--- config.mk ---
export PLATFORM = sky130hd
export DESIGN_NAME = req_gnt_chan
export DESIGN_NICKNAME = d
export VERILOG_FILES = /design/src/rtl/req_gnt_pkg.sv /design/src/rtl/req_gnt_chan.sv
export SDC_FILE = /design/constraint.sdc
export NUM_CORES = 1
export LEC_CHECK = 0
export CELL_PAD_IN_SITES_DETAIL_PLACEMENT = 0
export CELL_PAD_IN_SITES_GLOBAL_PLACEMENT = 1
export CORE_MARGIN = 2
export CORE_UTILIZATION = 36
export DETAILED_ROUTE_END_ITERATION = 8
export HOLD_SLACK_MARGIN = 0.15
export PLACE_DENSITY = 0.73
export SETUP_SLACK_MARGIN = 0.4
export SYNTH_ARGS = -nofsm -noshare
export SYNTH_HDL_FRONTEND = slang
export SYNTH_SLANG_ARGS = --single-unit
--- constraint.sdc ---
create_clock -name clk -period 7.05 [get_ports clk]
set_input_delay 1.41 -clock clk [delete_from_list [all_inputs] [get_ports clk]]
set_output_delay 1.41 -clock clk [all_outputs]
set_load 0.01 [all_outputs]
--- src/rtl/req_gnt_pkg.sv ---
// rtl/req_gnt_pkg.sv - shared types and helpers for the req/gnt protocol checker
package req_gnt_pkg;

    typedef enum logic [1:0] {
        TIMEOUT  = 2'd0,
        EARLY    = 2'd1,
        SPURIOUS = 2'd2,
        OVERFLOW = 2'd3
    } err_kind_e;

    localparam int N_ERR_KINDS = 4;

    // One extra bit beyond what MAX_LAT+1 needs keeps modular age unambiguous.
    function automatic int calc_ts_w(input int max_lat);
        return $clog2(max_lat + 2) + 1;
    endfunction

    function automatic logic [31:0] sat_add(input logic [31:0] a,
                                            input logic [31:0] b,
                                            input logic [31:0] max_val);
        logic [32:0] sum;
        sum = {1'b0, a} + {1'b0, b};
        if (sum > {1'b0, max_val}) begin
            return max_val;
        end
        return sum[31:0];
    endfunction

endpackage

--- src/rtl/req_gnt_chan.sv ---
// rtl/req_gnt_chan.sv - one channel: timestamp FIFO, timeout/grant/request ordering, error pulses
module req_gnt_chan
    import req_gnt_pkg::*;
#(
    parameter int MIN_LAT = 1,
    parameter int MAX_LAT = 2,
    parameter int DEPTH   = 4,
    parameter int TS_W    = 3,
    parameter int CW      = $clog2(DEPTH + 1)
) (
    input  logic                   clk,
    input  logic                   rst,
    input  logic                   req,
    input  logic                   gnt,
    input  logic [TS_W-1:0]        now,
    output logic [N_ERR_KINDS-1:0] ev,
    output logic                   pass,
`ifdef REQ_GNT_CHECKER_ASSERT_EN
    output logic                   pass_at_max,
`endif
    output logic [N_ERR_KINDS-1:0] err,
    output logic [CW-1:0]          count
);

    localparam int AW = (DEPTH > 1) ? $clog2(DEPTH) : 1;

    logic [TS_W-1:0] ts_mem [DEPTH];
    logic [AW-1:0]   rd_ptr;
    logic [AW-1:0]   wr_ptr;

    logic [TS_W-1:0] head_age;
    logic [TS_W-1:0] grant_age;
    logic            do_timeout;
    logic [AW-1:0]   rd_ptr1;
    logic [AW-1:0]   rd_next;
    logic [CW-1:0]   cnt1;
    logic [CW-1:0]   cnt2;
    logic [CW-1:0]   count_next;
    logic            has_head;
    logic            is_early;
    logic            pop_gnt;
    logic            full;
    logic            push;

    function automatic logic [AW-1:0] ptr_inc(input logic [AW-1:0] p);
        return (p == AW'(DEPTH - 1)) ? '0 : p + 1'b1;
    endfunction

    // Ages are modulo 2^TS_W; the FIFO is in issue order so the head is always oldest.
    always_comb begin
        ev         = '0;
        head_age   = now - ts_mem[rd_ptr];
        do_timeout = (count != '0) && (head_age == TS_W'(MAX_LAT + 1));
        rd_ptr1    = do_timeout ? ptr_inc(rd_ptr) : rd_ptr;
        cnt1       = count - CW'(do_timeout);

        grant_age  = now - ts_mem[rd_ptr1];
        has_head   = (cnt1 != '0);
        pop_gnt    = gnt && has_head;
        is_early   = pop_gnt && (grant_age < TS_W'(MIN_LAT));
        pass       = pop_gnt && !is_early;
        rd_next    = pop_gnt ? ptr_inc(rd_ptr1) : rd_ptr1;
        cnt2       = cnt1 - CW'(pop_gnt);

        full       = (cnt2 == CW'(DEPTH));
        push       = req && !full;
        count_next = cnt2 + CW'(push);

        ev[TIMEOUT]  = do_timeout;
        ev[EARLY]    = is_early;
        ev[SPURIOUS] = gnt && !has_head;
        ev[OVERFLOW] = req && full;
    end

`ifdef REQ_GNT_CHECKER_ASSERT_EN
    assign pass_at_max = pass && (grant_age == TS_W'(MAX_LAT));
`endif

    always_ff @(posedge clk) begin
        if (rst) begin
            rd_ptr <= '0;
            wr_ptr <= '0;
            count  <= '0;
            err    <= '0;
        end else begin
            rd_ptr <= rd_next;
            wr_ptr <= push ? ptr_inc(wr_ptr) : wr_ptr;
            count  <= count_next;
            err    <= ev;
        end
    end

    // When full and popped this cycle, wr_ptr aliases the retired head slot.
    always_ff @(posedge clk) begin
        if (!rst && push) begin
            ts_mem[wr_ptr] <= now;
        end
    end

endmodule

Word-level counts from Yosys, hierarchy flattened --
Memory sizes are Yosys's and may differ from the RTL's. A register that Yosys moved wholly into a read port is not among the register bits. Index checks and enable logic that the tools add are counted.
Word-level totals: register bits after elaboration 11, RAM bits 12, bits of input ports 7, output and inout port bits 12, memories kept 1
Memories:
- ts_mem | depth 4, bits a word 3, rd ports 2, clocked after Yosys merged registers in 1, wr ports 1, line req_gnt_chan.sv:27 | logic [TS_W-1:0] ts_mem [DEPTH];
Operators by class: add/sub/neg operators 8, magnitude comparators 1, equality and inequality tests 5, multiplexer cells 8, reduce and logical (&&, ||, !) cells 14
Operators by type and width (number):
- 2-to-1 mux 2 bit | 6
- logical AND 1 bit | 8
- adder 2 x 1 -> 2 bit (second input constant) | 3
- == test 2 bit (second input constant) | 3
- nonzero test 3 bit | 2
- subtractor 3 x 1 -> 3 bit | 2
- subtractor 3 bit | 2
- zero test 1 bit | 4
- adder 3 x 1 -> 3 bit | 1
- == test 3 x 2 -> 1 bit (second input constant) | 1
- == test 3 bit (second input constant) | 1
- less-than comparator 3 x 1 -> 1 bit (second input constant) | 1
- 2-to-1 mux 1 bit | 2

Longest topological paths before layout --
depth after elaboration 13, gate-level depth with buffers 20, depth with buffers taken out 20

Worst setup path before layout --
Ideal clock, no wire load.
path type input to output, from input now[0], to output ev[1], arrival 5.097 ns, slack 0.543 ns, stages 19, buffers on the path 1, cell sequence inv_1 -> ha_1 -> inv_1 -> fa_1 -> xnor2_1 -> or4_4 -> a32oi_4 -> and2b_2 -> a211oi_1 -> a21oi_1 -> ha_1 -> inv_1 -> fa_1 -> nor2b_1 -> nor2b_1 -> o21ai_0 -> o22a_4 -> a21oi_1 -> buf_4
On the way: word-level cells in the longest chain between the ends 8, elaborated cells on any way between the ends 11, those cells by class add/sub: 3; order compare: 1; eq/ne: 1; mux: 1; reduce/logical: 4; memory: 1
Ends and longest elaborated chain:
- start: declaration | line req_gnt_chan.sv:15 | input logic [TS_W-1:0] now,
- subtractor 3 bit | line req_gnt_chan.sv:52 | head_age = now - ts_mem[rd_ptr];
- == test 3 x 2 -> 1 bit | line req_gnt_chan.sv:53 | do_timeout = (count != '0) && (head_age == TS_W'(MAX_LAT + 1));
- logical AND 1 bit | line req_gnt_chan.sv:53
- 2-to-1 mux 2 bit | line req_gnt_chan.sv:54 | rd_ptr1 = do_timeout ? ptr_inc(rd_ptr) : rd_ptr;
- memory (4 x 3 bit)
- subtractor 3 bit | line req_gnt_chan.sv:57 | grant_age = now - ts_mem[rd_ptr1];
- less-than comparator 3 x 1 -> 1 bit | line req_gnt_chan.sv:60 | is_early = pop_gnt && (grant_age < TS_W'(MIN_LAT));
- logical AND 1 bit * | line req_gnt_chan.sv:60
- end: declaration | line req_gnt_chan.sv:16 | output logic [N_ERR_KINDS-1:0] ev,
Mark *: on every way between the ends. The rest lies on a longest branch, timed or not.

Worst setup path in the final report --
from input now[0], to output pass
On the way: word-level cells in the longest chain between the ends 10, elaborated cells on any way between the ends 13, those cells by class add/sub: 3; order compare: 1; eq/ne: 1; mux: 1; reduce/logical: 6; memory: 1
Ends and longest elaborated chain:
- subtractor 3 bit | line req_gnt_chan.sv:52
- == test 3 x 2 -> 1 bit | line req_gnt_chan.sv:53
- logical AND 1 bit | line req_gnt_chan.sv:53
- 2-to-1 mux 2 bit | line req_gnt_chan.sv:54
- memory (4 x 3 bit)
- subtractor 3 bit | line req_gnt_chan.sv:57
- less-than comparator 3 x 1 -> 1 bit | line req_gnt_chan.sv:60
- logical AND 1 bit | line req_gnt_chan.sv:60
- zero test 1 bit | line req_gnt_chan.sv:61 | pass = pop_gnt && !is_early;
- logical AND 1 bit * | line req_gnt_chan.sv:61
- end: declaration | line req_gnt_chan.sv:17 | output logic pass,
Marks and branches as above.

==> run summary <==
# nets final: 189
Mapped Nets: 149
RR Endpoint: ts_mem[3][2]$_DFFE_PP_
CTS Root Cell: clkbuf_8
VDD IR max: 0.000167 V
status: completed
Post-synth EDFFs: 12
height of the die: 66.9 um
clk_lat worst skew: 0.26 ns
Worst Tran Pin Value: 0.469 ns
average size of a mapped cell: 11.1 um^2
die footprint: 4470 um^2
crit start category: primary input
final WL: 2630 um
Mapped Cells: 128
Unique masters post-synth: 34
post-route cell area: 1940 um^2
Arrival @ worst endpoint: 5.13 ns
CP Class: primary input to output pin
Final Hold Viols: 0
Setup WS post-layout: 0.514 ns
post-DP HPWL: 2130 um
Max clock buf depth: 2
Clock Sinks: 23
TritonCTS clock tree: done
number of global-route vias before repair: 1010
WL/cell: 12.2 um
Starting Density: 38.0%
DRC viols: 0
Rows: 22
CP top delay family: simple AND/OR/NAND/NOR gates
Final Slew Violations: 0
CTS Buf Count: 3
most common cell after layout, fill and taps aside: buf_4
Final Skew: 0.00212 ns
Clock transition at path regs: 0.08 ns
hold path cells: 2
critical path endpoint category: output pin
ANT cells: 0
most frequent CP cell: inv_2
Critical Path Max Stage Delay: 0.52 ns
DRT Pass-1 Iters: 4
Relative slew margins: 68.4%
flop2flop setup slack: 2.23 ns
Core ar.: 3740 um^2
filler instances: 351
commonest non-fill, non-tap cells in the layout: 19 x buf_4, 14 x clkdlybuf4s50_1, 12 x edfxtp_1
largest net degree at the start of global routing: 14
Synth async-reset ratio: 0%
Critical Path RT: 5.64 ns
crit path max fanout: 4
Syn Std Cell Area: 1420 um^2
global placer's final weighted congestion: 0.777
critical path's slowest cell: fa_2
Tmin final: 6.54 ns
grt ovf: 0
utilization after layout: 51.8%
max cap viols: 0
Worst Path Buf+Inv: 5
fmax: 153 MHz
io pins: 19
Hold Slack: 0.516 ns
drt first-iter violations: 25
worst hold path startpoint: wr_ptr[0]$_SDFFE_PP0P_
Power Density: 441 nW/um^2
Final ANT Viol Nets: 0
Final period util: 92.7%
crit path from: now[0]
Port Buffers: 18
Warnings, synthesis: 0
launch point of the worst reg-to-reg path: rd_ptr[0]$_SDFF_PP0_
initial antenna violation count: 0
main flop type after synthesis: edfxtp_1
first-pass GRT wire length: 4430 um
routed vias/inst: 4.81
Worst Reg-to-Reg Cells: 21
Post-CTS Hold Buffers: 0
Vias: 1035
leakage: 0.794 nW
Setup-failing EPs final: 0
worst slack, placed: -0.381 ns
Worst Hold Class: flop to flop
share of layout cells above drive strength 1: 35.3%
GRT Total Usage: 13.4%
H-tree Lvls: 1
Final TNS setup: 0 ns
RSZ-0062 raised after global routing: yes
sequential cell area fraction in the yosys report: 40.8%
Hold Crit Endpoint: wr_ptr[0]$_SDFFE_PP0P_
Die X: 66.9 um
#FFs+latches synth: 23
critical path, cell by cell: buf_8 > inv_4 > ha_4 > inv_2 > fa_2 > nand2b_1 > or4_4 > a32oi_4 > and2b_2 > a211oi_2 > a21oi_2 > ha_2 > inv_2 > fa_1 > nor2b_2 > nor2b_4 > nand3_2 > o22a_4 > and3_4 > buf_6
DP Area: 1760 um^2
Area Overhead vs Synth: 36.3%
-- where the power goes --
| group | internal (mW) | switching (mW) |
|---|---|---|
| Clock | 0.0393 | 0.0392 |
| Sequential | 0.171 | 0.0252 |
| Combinational | 0.320 | 0.261 |
-- worst register-to-register path: cells and delay by family (launching register included) --
kind,cells,cell delay [ns]
simple gates,9,1.41
fa+ha+maj,6,1.37
mux,1,0.66
flops,1,0.51
xor+xnor,2,0.34
buf+inv,3,0.24
-- worst max-delay path by stage --
stage                  to  slack [ns]  cells after the start
detailed placement  ev[1]       -0.38                     20
floorplan           ev[1]        0.54                     19
finish               pass        0.51                     20
CTS                  pass        0.40                     20
global placement    ev[1]       -0.30                     20
global route         pass        0.34                     20
-- layer usage --
metal	global-route usage, %	vias up	part of all wire (%)
met2	22.6	9	51
met1	16.7	493	45
met3	2.70	4	2.5
met5	0	-	0
li1	-	529	-
met4	5.36	0	1.7
-- state kept, by name, summed over array words and instances, names as in the netlist --
register and cells:
rd_ptr 2, wr_ptr 2, err 4, count 3, ts_mem 12
-- synth_stat cells, types with 3 or more instances --
library cell  number  area [um^2]
xnor2_1            6         52.6
and2_1             5         31.3
nor2_1             9         33.8
edfxtp_1          12          360
a21oi_1            5         25.0
and3_1             4         25.0
nor3_1             6         30.0
dfxtp_1           11          220
ha_1              12          150
nand2_1            5         18.8
mux2i_1            3         30.0
nor2b_1            6         37.5
nand3_1            3         15.0
inv_1             11         41.3
o21ai_0            3         15.0
-- cell families (layout without fill, tap and decap cells) --
group,count (synthesis),after routing,synth area share (%)
muxes,9,9,10.3
xor gates and xnor gates,8,8,4.93
DFF,23,23,40.8
buffers and inverters,14,53,4.22
AOI/OAI and AO/OA,14,14,8.79
adders and majority gates,14,14,13.4
and+or+nand+nor,46,46,17.6
-- cell type report --
cell class,count,area (um^2),share of cell area (%)
Timing Repair Buffer,38,335,17.3
Tap cell,48,60.1,3.10
Sequential cell,23,581,29.9
Inverter,11,43.8,2.26
Clock buffer,3,41.3,2.13
Multi-Input combinational cell,91,873,45.0
Clock inverter,1,5.00,0.258
-- through the flow --
| stage | power [mW] | cells |
|---|---|---|
| 6_report | 0.856 | 215 |
| 5_1_grt | 0.936 | 215 |
| 4_1_cts | 0.812 | 213 |
| 3_5_place_dp | 0.706 | 207 |
| 3_3_place_gp | 0.696 | 207 |
| 2_1_floorplan | 0.519 | 128 |
-- timing repair --
action	CTS	global route
setup buffers	2	2
pin swaps	8	7
resized for setup	28	15
setup endpoints to repair	3	3
Note: power is estimated with default switching activity, not from simulation.
